`config.mk`:
```
export PLATFORM = sky130hd
export DESIGN_NAME = dmem_arbiter
export DESIGN_NICKNAME = d
export VERILOG_FILES = /design/src/rtl/dmem_arbiter.sv
export SDC_FILE = /design/constraint.sdc
export NUM_CORES = 1
export LEC_CHECK = 0
export BUFFER_PORTS_ARGS = -buffer_cell sky130_fd_sc_hd__clkbuf_2
export CORE_AREA = 4 4 96 98
export DETAILED_ROUTE_END_ITERATION = 8
export DIE_AREA = 0 0 100 102
export PLACE_DENSITY = 0.8
export SLEW_MARGIN = 10
export SYNTH_ARGS = -nofsm -noshare
export SYNTH_HDL_FRONTEND = slang
export SYNTH_SLANG_ARGS = --single-unit
```
`constraint.sdc`:
```
create_clock -name clk -period 5.4 [get_ports clk]
set_input_delay 0.27 -clock clk [delete_from_list [all_inputs] [get_ports clk]]
set_output_delay 0.27 -clock clk [all_outputs]
set_load 0.02 [all_outputs]
```
`src/rtl/dmem_arbiter.sv`:
```
// Arbiter/sequencer for the single-port data RAM shared by the CPU MEM stage and the debug port.
// Each access takes one RAM-driving cycle plus one completion cycle; CPU wins ties up to a burst limit.
module dmem_arbiter #(
    parameter int unsigned ADDR_W    = 10,
    parameter int unsigned CPU_BURST = 4
) (
    input  logic              clk,
    input  logic              rst,
    input  logic              cpu_req,
    input  logic              cpu_we,
    input  logic [31:0]       cpu_addr,
    input  logic [31:0]       cpu_wdata,
    output logic [31:0]       cpu_rdata,
    output logic              cpu_done,
    output logic              cpu_stall,
    input  logic              dbg_req,
    input  logic              dbg_we,
    input  logic [ADDR_W-1:0] dbg_addr,
    input  logic [31:0]       dbg_wdata,
    output logic [31:0]       dbg_rdata,
    output logic              dbg_ack,
    output logic [ADDR_W-1:0] ram_addr,
    output logic [31:0]       ram_din,
    output logic              ram_str,
    output logic              ram_ld,
    input  logic [31:0]       ram_dout
);
    localparam int unsigned RunW = $clog2(CPU_BURST + 1);

    typedef enum logic [1:0] {StIdle, StAcc, StResp} state_e;
    typedef enum logic {OwnCpu, OwnDbg} owner_e;

    state_e            state_q, state_d;
    owner_e            owner_q, owner_d;
    logic [RunW-1:0]   run_q, run_d;
    logic [31:0]       cpu_rdata_q, cpu_rdata_d;
    logic [31:0]       dbg_rdata_q, dbg_rdata_d;

    logic              acc;
    logic              cpu_owns;
    logic              cpu_elig;
    logic              dbg_elig;
    logic              grant_dbg;
    logic [ADDR_W-1:0] sel_addr;
    logic [31:0]       sel_wdata;
    logic              sel_we;
    logic              unused_addr_bits;

    assign unused_addr_bits = ^{cpu_addr[31:ADDR_W+2], cpu_addr[1:0]};

    assign acc      = (state_q == StAcc);
    assign cpu_owns = (owner_q == OwnCpu);

    // The port completing this cycle may not be re-granted back-to-back.
    assign cpu_elig  = cpu_req & !((state_q == StResp) && cpu_owns);
    assign dbg_elig  = dbg_req & !((state_q == StResp) && !cpu_owns);
    assign grant_dbg = dbg_elig & (!cpu_elig | (run_q == RunW'(CPU_BURST)));

    assign sel_addr  = cpu_owns ? cpu_addr[ADDR_W+1:2] : dbg_addr;
    assign sel_wdata = cpu_owns ? cpu_wdata : dbg_wdata;
    assign sel_we    = cpu_owns ? cpu_we : dbg_we;

    assign ram_addr  = acc ? sel_addr : '0;
    assign ram_din   = acc ? sel_wdata : '0;
    assign ram_str   = acc & sel_we;
    assign ram_ld    = acc & !sel_we;

    assign cpu_done  = (state_q == StResp) & cpu_owns;
    assign dbg_ack   = (state_q == StResp) & !cpu_owns;
    assign cpu_stall = cpu_req & !cpu_done;
    assign cpu_rdata = cpu_rdata_q;
    assign dbg_rdata = dbg_rdata_q;

    always_comb begin
        state_d     = state_q;
        owner_d     = owner_q;
        run_d       = run_q;
        cpu_rdata_d = cpu_rdata_q;
        dbg_rdata_d = dbg_rdata_q;
        unique case (state_q)
            StAcc: begin
                state_d = StResp;
                if (!sel_we) begin
                    if (cpu_owns) cpu_rdata_d = ram_dout;
                    else          dbg_rdata_d = ram_dout;
                end
            end
            StIdle, StResp: begin
                if (grant_dbg) begin
                    state_d = StAcc;
                    owner_d = OwnDbg;
                    run_d   = '0;
                end else if (cpu_elig) begin
                    state_d = StAcc;
                    owner_d = OwnCpu;
                    // Count CPU grants only while DBG is actually waiting.
                    run_d   = dbg_req ? run_q + RunW'(1) : '0;
                end else begin
                    state_d = StIdle;
                end
            end
            default: state_d = StIdle;
        endcase
    end

    always_ff @(posedge clk or posedge rst) begin
        if (rst) begin
            state_q     <= StIdle;
            owner_q     <= OwnCpu;
            run_q       <= '0;
            cpu_rdata_q <= '0;
            dbg_rdata_q <= '0;
        end else begin
            state_q     <= state_d;
            owner_q     <= owner_d;
            run_q       <= run_d;
            cpu_rdata_q <= cpu_rdata_d;
            dbg_rdata_q <= dbg_rdata_d;
        end
    end

endmodule

```
Word-level counts from Yosys, hierarchy flattened
Cells that the tools add are included.
- add/subtract/negate cells: 1
- eq/ne operators: 3
- multiplexer cells: 13
- bitwise logic cells: 11
- reductions and logical operators: 13
- operators by type and width (operator ; count):
    32-bit 2-to-1 mux ; 2
    10-bit 2-to-1 mux ; 2
    3-bit 2-to-1 mux ; 3
    1-bit bitwise AND ; 8
    3-bit AND reduction ; 2
    1-bit logical NOT ; 5
    1-bit 2-to-1 mux ; 5
    2-bit case mux with 2 select lines ; 1
    3-bit by 1-bit adder with 3-bit output, second input constant ; 1
    3-bit equality test, second input constant ; 1
    2-bit by 1-bit equality test with 1-bit output, second input constant ; 1
    2-bit equality test, second input constant ; 1
    1-bit logical AND ; 2
    2-bit logical NOT ; 1
    1-bit inverter ; 2
    2-bit AND reduction ; 1
    2-bit nonzero test ; 1
    2-bit OR reduction ; 1
    1-bit OR ; 1
- flip-flop bits (word level): 70
- output and inout port bits: 111
- word-level logic and storage cells: 46

Longest topological paths before layout
Gate-level depths: netlist of run 1.
- depth in word-level cells: 9
- depth in mapped cells: 6
- gate-level depth less buffers: 6

Least setup slack after synthesis of run 1
No wires, ideal clock.
- path kind: register to register
- start point: register state_q[1]
- end point: register dbg_rdata_q[1] (netlist: dbg_rdata[1])
- library setup time: 125 ps
- arrival time: 1546 ps
- setup slack: 3729 ps
- stages on the path, launching flop included: 6
- path buffers: 2
- clock period less this slack: 1671 ps
- cell sequence: dfrtp_1 > nand2b_1 > buf_2 > nor3b_4 > buf_6 > mux2_2
- cells in the longest elaborated chain, start to end: 2
- ends and longest elaborated chain (element ; line ; source):
    start: declaration ; 33 ; state_e state_q, state_d;
    start signal: assignment ; 108 ; state_q <= StIdle;
    start signal: assignment ; 114 ; state_q <= state_d;
    2-bit by 1-bit equality test with 1-bit output ; 80 ; unique case (state_q)
    3-bit AND reduction (no source line) ; n/a ;
    end signal: assignment ; 118 ; dbg_rdata_q <= dbg_rdata_d;
    end: declaration ; 37 ; logic [31:0] dbg_rdata_q, dbg_rdata_d;
No other way between the ends.
A chain may end at the register's enable or synchronous reset.

Final worst setup path of run 1
- start point: register owner_q
- end point: output port cpu_stall
- cells in the longest elaborated chain, start to end: 4
- ends and longest elaborated chain (element ; line ; source):
    start: declaration ; 34 ; owner_e owner_q, owner_d;
    start signal: assignment ; 109 ; owner_q <= OwnCpu;
    start signal: assignment ; 115 ; owner_q <= owner_d;
    1-bit inverter (no source line) ; n/a ;
    1-bit bitwise AND ; 68 ; assign cpu_done = (state_q == StResp) & cpu_owns;
    1-bit logical NOT ; 70 ; assign cpu_stall = cpu_req & !cpu_done;
    1-bit bitwise AND ; 70 ;
    end: declaration ; 15 ; output logic cpu_stall,
No other way between the ends.

==> results.py, run 1 <==
metrics = {
    "finish": {
        "fin_cells": 621,
        "fillerInstances": 724,
        "synthToLayoutAreaGrowth_pct": 42.9,
        "final_common_cell": "clkbuf_2",
        "drive_gt1_share_pct": 61.6,
        "num_antenna_cells": 0,
        "design_area_um2": 4850,
        "fin_nets": 654,
        "multi_input_area_um2": 1540,
        "mostFrequentLayoutCells": "232 x clkbuf_2, 69 x dfrtp_1, 59 x mux2_2",
        "ff_latch_area_um2": 1750,
    },
    "synth": {
        "synthesis.area_um2": 3400,
        "avgSynthCellArea_um2": 12.3,
        "synth.distinct_cells": 24,
        "ys_seq_elements": 70,
        "synth_fp_nets": 422,
        "ys_seq_area_share_pct": 51.5,
        "ys_warn_count": 0,
        "synthCells": 276,
    },
    "die": {
        "fp.dieW_um": 100,
        "die_area_um2": 10200,
        "boundaryPins": 255,
        "initial_core_util_pct": 40.1,
        "die-height_um": 102,
        "num_rows": 34,
        "core-area_um2": 8470,
    },
    "clocking": {
        "clkTransAtPathRegs_ns": 0.08,
        "clock_sinks": 70,
        "clkLatencyLatePin_ns": 0.34,
        "hold_buffers": 0,
        "cts_resized": 0,
        "root_buffer": "clkbuf_8",
        "cts_buffer_depth": 2,
        "h-tree-depth": 3,
        "cts_made_buffers": 9,
        "post_cts_buffers": 0,
        "cts_tree": "done",
    },
    "worst_setup_path": {
        "crit_fanout": 48,
        "endpoint_kind": "output pin",
        "r2r_cells": 5,
        "timing.rr.start": "owner_q$_DFFE_PP0P_",
        "r2r-end": "run_q[2]$_DFFE_PP0P_",
        "worst_ep_arrival_time_ns": 1.94,
        "critPathKind": "flip-flop to output pin",
        "crit_required_ns": 5.13,
        "crit_path_start_kind": "flip-flop",
        "r2r_slack_ns": 3.29,
    },
    "placed_design": {
        "place.gp.congestion": 0.800,
        "pre_cts_slack_ns": 3.31,
        "placed_cells": 605,
        "dp.final_hpwl_um": 7490,
        "place_area_um2": 4650,
        "io_buffers": 232,
    },
    "timing": {
        "rsz0062_at_grt": "false",
        "post-route-period-util_pct": 40.9,
        "timing.final.ws_setup_ns": 3.19,
        "hold_viol_final": 0,
        "worst_pin_slew_ns": 0.844,
        "finalMaxSlewViolations": 0,
        "min_period_ns": 2.21,
        "fmax_ghz": 0.453,
        "tns_ns": 0,
        "setup_viol": 0,
        "relSlewSlack_pct": 43.7,
        "finalClockSkew_ns": 0.0136,
    },
    "status": {
        "status": "finished, final reports clean",
    },
    "power": {
        "leakage_nw": 2.57,
        "power_density_nw_per_um2": 612,
        "peakVddDrop_v": 0.000369,
        "fin_total_pwr_w": 0.00297,
    },
    "min_path": {
        "min_to": "dbg_rdata[24]$_DFFE_PP0P_",
        "holdCritPathClass": "primary input to flip-flop",
        "holdPathStages": 2,
        "hp-start": "ram_dout[24]",
    },
    "detailed_routing": {
        "antenna_left": 0,
        "dr.pass1.iters": 4,
        "post_drt_wl_per_cell_um": 15.2,
        "viasPerCell": 4.78,
        "routed_wl_um": 9450,
        "drc_errors": 0,
        "via_count": 2969,
        "initialDrtViolationCount": 101,
    },
    "global_routing": {
        "grt-ovfl-total": 0,
        "track_usage_pct": 18.0,
        "grt_max_degree": 71,
        "grt_pass1_vias": 3029,
        "grt_pass1_wl_um": 14600,
        "antenna_found_initial": 0,
    },
    "job": {
        "cap_violations": 0,
    },
}
## synth_stat cells
cell type  number  area share, %
nand3_1         3           0.44
nand2_1         4           0.44
mux2_1          5            1.7
o21ai_0         4           0.59
nor3_2          1           0.29
o41ai_1         1           0.26
buf_2           9            1.3
nor2_1         47            5.2
o21bai_1        1           0.22
buf_1           4           0.44
inv_1           6           0.66
nand2b_1        4           0.74
mux2i_1        43             13
a21oi_1         3           0.44
dfrtp_1        70             52
and2_1          1           0.18
nor2b_1         2           0.37
a31oi_1         1           0.18
o32ai_1         1           0.26
ha_1            2           0.74
mux2_2         59             20
buf_6           3           0.99
nor3b_4         1           0.55
o311ai_0        1           0.26
## final cells by class
class,instances,area share (%)
flip-flops and latches,70,36.1
multi-input cells,184,31.7
repair buffers,237,24.7
clock buffers,11,2.91
well taps,108,2.78
clock inverters,5,1.34
inverters,6,0.464
## routing by layer
| layer | part of all wire (%) | track usage (%) | vias up |
|---|---|---|---|
| li1 | - | - | 1419 |
| met1 | 36 | 20.0 | 1388 |
| met2 | 48 | 29.9 | 151 |
| met3 | 15 | 9.69 | 11 |
| met4 | 1.4 | 5.39 | 0 |
| met5 | 0 | 0 | - |
## flip-flops by register name, summed over array words and instances, names as in the netlist
register   cells
cpu_rdata     32
dbg_rdata     32
owner_q        1
run_q          3
state_q        2
## critical path, cell delays in order (launching register included)
cell and delay, ns:
dfrtp_2 0.43, buf_4 0.60, nand2b_1 0.22, nor2_1 0.06
nor2_1 0.10, clkbuf_2 0.18
## power breakdown
group	switching (W)	internal (W)	leakage (nW)
clock	0.000198	0.000231	0.105
combinational	0.000965	0.000641	1.62
sequential	0.000149	0.000788	0.844
total	0.00131	0.00166	2.57
## logic make-up (layout without fill, tap and decap cells)
| group | count (synthesis) | count (layout) | synth area share [%] |
|---|---|---|---|
| AO/OA/AOI/OAI | 12 | 12 | 2.21 |
| adder cells (fa/ha/maj) | 2 | 2 | 0.736 |
| buffers and inverters | 22 | 259 | 3.42 |
| flip-flops | 70 | 70 | 51.5 |
| multiplexers | 107 | 107 | 33.9 |
| AND/OR/NAND/NOR | 63 | 63 | 8.21 |
## per-stage QoR
stage | hold slack, ns | utilization [%]
2_1_floorplan | 0.352 | -
3_3_place_gp | 0.469 | 54.9
3_5_place_dp | 0.475 | 54.9
4_1_cts | 0.142 | 57.3
5_1_grt | 0.151 | 57.3
6_report | 0.162 | 57.3
## how the worst max path moves through the flow
stage | depth (start not counted) | endpoint | start
floorplan | 1 | cpu_rdata[0]$_DFFE_PP0P_ | rst
global placement | 5 | dbg_rdata[6]$_DFFE_PP0P_ | state_q[1]$_DFF_PP0_
detailed placement | 5 | run_q[2]$_DFFE_PP0P_ | owner_q$_DFFE_PP0P_
CTS | 4 | ram_din[1] | owner_q$_DFFE_PP0P_
global route | 4 | ram_din[1] | owner_q$_DFFE_PP0P_
finish | 5 | cpu_stall | owner_q$_DFFE_PP0P_
Note: power is estimated with default switching activity, not from simulation.
==> run 2, diff against run 1 <==
--- a/config.mk
+++ b/config.mk
@@ -6,10 +6,10 @@
 export NUM_CORES = 1
 export LEC_CHECK = 0
 export BUFFER_PORTS_ARGS = -buffer_cell sky130_fd_sc_hd__clkbuf_2
-export CORE_AREA = 4 4 96 98
+export CORE_MARGIN = 4
+export CORE_UTILIZATION = 40
 export DETAILED_ROUTE_END_ITERATION = 8
-export DIE_AREA = 0 0 100 102
-export PLACE_DENSITY = 0.8
+export PLACE_DENSITY = 0.79
 export SLEW_MARGIN = 10
 export SYNTH_ARGS = -nofsm -noshare
 export SYNTH_HDL_FRONTEND = slang
==> constraint.sdc (replaced) <==
create_clock -name clk -period 2.24 [get_ports clk]
set_input_delay 0.112 -clock clk [delete_from_list [all_inputs] [get_ports clk]]
set_output_delay 0.112 -clock clk [all_outputs]
set_load 0.02 [all_outputs]
==> run 2 against run 1 <==
The flow now finishes with violations (negative hold slack). Global-route usage rose by 3.3 points. Utilization grew 4.0 points. Sequential share of layout area down 1.5 points. Register-to-register slack got worse by 2.9 ns. Worst setup slack lost 2.8 ns. Worst hold slack worse by 0.18 ns. Wire length rose by 14%. Sequential cell count unchanged.
==> results.py, run 2 (synthesized netlist as in run 1, its figures left out) <==
metrics = {
    "timing": {
        "min_period_ns": 1.85,
        "relSlewSlack_pct": 41.3,
        "finalClockSkew_ns": 0.00612,
        "worst_pin_slew_ns": 0.880,
        "finalMaxSlewViolations": 0,
        "tns_ns": 0,
        "setup_viol": 0,
        "rsz0062_at_grt": "false",
        "fmax_ghz": 0.541,
        "fin_hold_ws_ns": -0.0189,
        "post-route-period-util_pct": 82.6,
        "hold_viol_final": 9,
    },
    "detailed_routing": {
        "dr.pass1.iters": 4,
        "via_count": 3119,
        "initialDrtViolationCount": 92,
        "drc_errors": 0,
        "routed_wl_um": 10800,
        "antenna_left": 0,
        "post_drt_wl_per_cell_um": 17.0,
        "viasPerCell": 4.90,
    },
    "worst_setup_path": {
        "endpoint_kind": "output pin",
        "crit_fanout": 45,
        "crit_path_start_kind": "flip-flop",
        "r2r_slack_ns": 0.42,
        "worst_ep_arrival_time_ns": 1.74,
        "critPathKind": "flip-flop to output pin",
        "crit_required_ns": 2.13,
    },
    "status": {
        "status": "complete, but fails checks",
        "violations": "negative hold slack",
    },
    "finish": {
        "final_common_cell": "clkbuf_2",
        "num_antenna_cells": 0,
        "multi_input_area_um2": 1540,
        "fillerInstances": 686,
        "drive_gt1_share_pct": 59.6,
        "ff_latch_area_um2": 1750,
        "fin_nets": 673,
        "mostFrequentLayoutCells": "232 x clkbuf_2, 69 x dfrtp_1, 59 x mux2_2",
        "synthToLayoutAreaGrowth_pct": 49.2,
        "fin_cells": 637,
    },
    "global_routing": {
        "grt_pass1_wl_um": 16500,
        "grt_pass1_vias": 3276,
        "antenna_found_initial": 0,
        "track_usage_pct": 21.3,
        "grt-ovfl-total": 0,
        "grt_max_degree": 71,
    },
    "placed_design": {
        "place.gp.congestion": 0.815,
        "placed_cells": 602,
        "dp.final_hpwl_um": 8330,
        "io_buffers": 232,
    },
    "die": {
        "core-area_um2": 8260,
        "fp.dieW_um": 100,
        "boundaryPins": 255,
        "die_area_um2": 10000,
        "die-height_um": 100,
        "num_rows": 33,
        "initial_core_util_pct": 41.2,
    },
    "clocking": {
        "cts_made_buffers": 9,
        "clkTransAtPathRegs_ns": 0.08,
        "cts_buffer_depth": 2,
        "cts_tree": "done",
        "post_cts_buffers": 0,
        "cts_resized": 0,
        "root_buffer": "clkbuf_8",
        "hold_buffers": 18,
        "clkLatencyLatePin_ns": 0.34,
        "h-tree-depth": 3,
        "clock_sinks": 70,
    },
    "job": {
        "cap_violations": 0,
    },
    "power": {
        "peakVddDrop_v": 0.000884,
        "power_density_nw_per_um2": 1440,
        "leakage_nw": 2.65,
    },
    "min_path": {
        "holdCritPathClass": "primary input to async pin",
    },
}
==> run 2: changes by cell type in the layout (fill, tap and decap cells not counted), sizes merged <==
cell         before  now
dlygate4sd3       0   19
clkinvlp          0    2
clkinv            2    3
clkbuf          243  241
inv               8    7
==> run 2: area by class of cell <==
type	instances	share of cell area, %
clock inverter	7	1.43
timing repair buffer	256	28.1
clock buffer	9	2.44
multi-input combinational	184	30.4
tap	105	2.59
inverter	6	0.444
sequential	70	34.6
==> run 2: path summary, 6_finish.rpt <==
| kind | from | end | cells after the start |
|---|---|---|---|
| setup / recovery | state_q[1]$_DFF_PP0_ | ram_addr[5] | 4 |
| hold / removal | rst | cpu_rdata[13]$_DFFE_PP0P_ | 3 |
| setup reg to reg | run_q[0]$_DFFE_PP0P_ | run_q[2]$_DFFE_PP0P_ | 6 |
| hold reg to reg | cpu_rdata[10]$_DFFE_PP0P_ | cpu_rdata[10]$_DFFE_PP0P_ | 1 |
| max in group asynchronous | rst | owner_q$_DFFE_PP0P_ | 3 |
| min in group clk | ram_dout[26] | dbg_rdata[26]$_DFFE_PP0P_ | 2 |
==> run 2: critical path, cell delays in order (launching register included) <==
cell,delay [ns]
dfrtp_1,0.44
nand2b_2,0.22
buf_4,0.41
nor2_1,0.11
clkbuf_2,0.20
==> run 2: metrics by stage <==
stage | setup slack (ns) | total power, W | utilization (%) | instance area, um2
after floorplan | 0.360 | 0.00487 | - | 3400
after global placement | 0.561 | 0.00619 | 56.7 | 4680
after detailed placement | 0.441 | 0.00634 | 56.7 | 4680
after CTS | 0.354 | 0.00739 | 61.3 | 5060
after global routing | 0.244 | 0.00776 | 61.4 | 5070
final | 0.391 | 0.00731 | 61.4 | 5070
==> run 2: power breakdown <==
group	switching, W	internal, W
registers	0.000395	0.00190
clock network	0.000501	0.000515
logic	0.00240	0.00160
total	0.00329	0.00402
==> run 2: per-layer routing <==
metal | GRT usage (%) | routed length, um | vias to the layer above
met5 | 0 | 0 | -
li1 | - | - | 1464
met1 | 21.6 | 3710 | 1488
met2 | 39.0 | 5640 | 153
met3 | 7.64 | 1180 | 14
met4 | 8.91 | 282 | 0
==> run 3, diff against run 2 <==
--- a/config.mk
+++ b/config.mk
@@ -7,9 +7,9 @@
 export LEC_CHECK = 0
 export BUFFER_PORTS_ARGS = -buffer_cell sky130_fd_sc_hd__clkbuf_2
 export CORE_MARGIN = 4
-export CORE_UTILIZATION = 40
+export CORE_UTILIZATION = 37
 export DETAILED_ROUTE_END_ITERATION = 8
-export PLACE_DENSITY = 0.79
+export PLACE_DENSITY = 0.77
 export SLEW_MARGIN = 10
 export SYNTH_ARGS = -nofsm -noshare
 export SYNTH_HDL_FRONTEND = slang
==> constraint.sdc (replaced) <==
create_clock -name clk -period 1.6 [get_ports clk]
set_input_delay 0.08 -clock clk [delete_from_list [all_inputs] [get_ports clk]]
set_output_delay 0.08 -clock clk [all_outputs]
set_load 0.02 [all_outputs]
==> run 3 against run 2 <==
Power grew 52%. Cell count is 6.3% higher. Sequential cell count stayed put. Non-clock buffer count is 37 higher. Die area up 7.5%. Largest cell class is now buffers. Utilization is 3.0 points higher. The flow now finishes without violations. Sequential share of layout area fell by 3.8 points. Cell area rose by 12%.
==> results.py, run 3 (synthesized netlist as in run 1, its figures left out) <==
metrics = {
    "placed_design": {
        "io_buffers": 232,
        "place.gp.congestion": 0.886,
        "pre_cts_slack_ns": 0.00369,
        "place_area_um2": 4790,
        "dp.final_hpwl_um": 8270,
        "placed_cells": 614,
    },
    "global_routing": {
        "grt_pass1_vias": 3550,
        "grtUsageMet3_pct": 7.40,
        "grt_most_used_layer": "met2",
        "grt_pass1_wl_um": 17800,
        "grt-ovfl-total": 0,
        "grt_use_met2_pct": 37.1,
        "antenna_found_initial": 0,
        "track_usage_pct": 20.1,
        "gr-usage-met1_pct": 20.8,
        "grt_max_degree": 38,
    },
    "finish": {
        "fin_nets": 710,
        "synthToLayoutAreaGrowth_pct": 67.7,
        "post-route-util_pct": 64.4,
        "mostFrequentLayoutCells": "204 x clkbuf_2, 69 x dfrtp_1, 51 x mux2_2",
        "design_area_um2": 5700,
        "final_common_cell": "clkbuf_2",
        "num_antenna_cells": 0,
        "fin_cells": 677,
        "drive_gt1_share_pct": 60.5,
    },
    "die": {
        "num_rows": 34,
        "boundaryPins": 255,
        "initial_core_util_pct": 38.4,
        "die-height_um": 104,
        "die_area_um2": 10800,
        "core-area_um2": 8850,
        "fp.dieW_um": 104,
    },
    "worst_setup_path": {
        "worst_ep_arrival_time_ns": 1.48,
        "critPathKind": "flip-flop to output pin",
        "crit_required_ns": 1.52,
        "cp-startpoint": "owner_q$_DFFE_PP0P_",
        "endpoint_kind": "output pin",
        "crit_fanout": 8,
        "timing.rr.start": "state_q[1]$_DFF_PP0_",
        "crit_path_start_kind": "flip-flop",
    },
    "clocking": {
        "cts_tree": "done",
        "cts_made_buffers": 9,
        "cts_buffer_depth": 2,
        "clock_sinks": 70,
        "clkTransAtPathRegs_ns": 0.07,
        "h-tree-depth": 3,
        "clkLatencyLatePin_ns": 0.34,
        "root_buffer": "clkbuf_8",
    },
    "timing": {
        "post-route-period-util_pct": 97.5,
        "relSlewSlack_pct": 69.1,
        "fmax_ghz": 0.641,
        "timing.final.ws_setup_ns": 0.0395,
        "worst_pin_slew_ns": 0.464,
        "hold_viol_final": 0,
        "setup_viol": 0,
        "finalClockSkew_ns": 0.00783,
        "min_period_ns": 1.56,
        "rsz0062_at_grt": "true",
        "finalMaxSlewViolations": 0,
    },
    "power": {
        "peakVddDrop_v": 0.00105,
        "leakage_nw": 2.93,
        "power_density_nw_per_um2": 1950,
    },
    "detailed_routing": {
        "viasPerCell": 4.91,
        "drc_errors": 0,
        "dr.pass1.iters": 4,
        "post_drt_wl_per_cell_um": 17.2,
        "via_count": 3323,
        "routed_wl_um": 11700,
        "initialDrtViolationCount": 107,
        "antenna_left": 0,
    },
    "status": {
        "status": "finished, final reports clean",
    },
    "min_path": {
        "holdCritPathClass": "primary input to flip-flop",
        "hp-start": "dbg_req",
    },
    "job": {
        "cap_violations": 0,
    },
}
[run 3: changes by cell type in the layout (fill, tap and decap cells not counted), moves of 5 or more]
cell           before  now
mux2_4              0    9
buf_12              3    8
clkbuf_16           0    6
dlygate4sd3_1      19   34
mux2_2             59   51
buf_4               2   30
buf_2               0    9
clkbuf_2          232  204
[run 3: final timing paths]
path	to	slack, ns	depth (start not counted)
min in group asynchronous	dbg_rdata[12]$_DFFE_PP0P_	0.39	4
hold reg to reg	cpu_rdata[11]$_DFFE_PP0P_	0.50	1
hold / removal	owner_q$_DFFE_PP0P_	0.10	3
setup reg to reg	dbg_rdata[17]$_DFFE_PP0P_	0.05	5
max in group asynchronous	dbg_rdata[19]$_DFFE_PP0P_	0.86	4
setup / recovery	ram_addr[1]	0.04	5
[run 3: timing repair]
action,4_1_cts,5_1_grt
hold endpoints to repair,135,0
buffers inserted,2,4
cloned,0,7
hold buffers,34,0
setup endpoints to repair,20,86
gates resized for setup,9,59
pin swaps,0,8
[run 3: final cells by class]
| type | instances | area (um2) |
|---|---|---|
| inverter | 6 | 26.3 |
| fill | 712 | 3150 |
| timing repair buffer | 293 | 1960 |
| multi-input combinational | 184 | 1620 |
| clock buffer | 10 | 128 |
| clock inverter | 6 | 70.1 |
| sequential | 70 | 1750 |
| tap | 108 | 135 |
[run 3: routing by layer]
metal  vias to the layer above  share of wire [%]
li1                       1539                  -
met1                      1607                 37
met2                       156                 52
met3                        21                8.3
met4                         0                2.6
met5                         -                  0
[run 3: report_power, final]
| group | internal [W] | leakage (nW) | total [W] | switching, W |
|---|---|---|---|---|
| Combinational | 0.00296 | 1.99 | 0.00654 | 0.00358 |
| Clock | 0.000729 | 0.0891 | 0.00143 | 0.000700 |
| Sequential | 0.00266 | 0.844 | 0.00316 | 0.000500 |
[run 3: through the flow]
stage	TNS (ns)	hold WS (ns)	total power (W)
2_1_floorplan	-0.727	0.162	0.00687
3_3_place_gp	0	0.208	0.00878
4_1_cts	0	0.0652	0.0106
5_1_grt	-0.930	0.107	0.0118
6_report	0	0.105	0.0111
3_5_place_dp	0	0.216	0.00896
[run 3: worst max-delay path, stage by stage, from the launching register on]
cell,delay [ns]
dfrtp_2,0.45
buf_6,0.15
buf_12,0.14
mux2i_1,0.11
nor2_1,0.14
buf_4,0.16
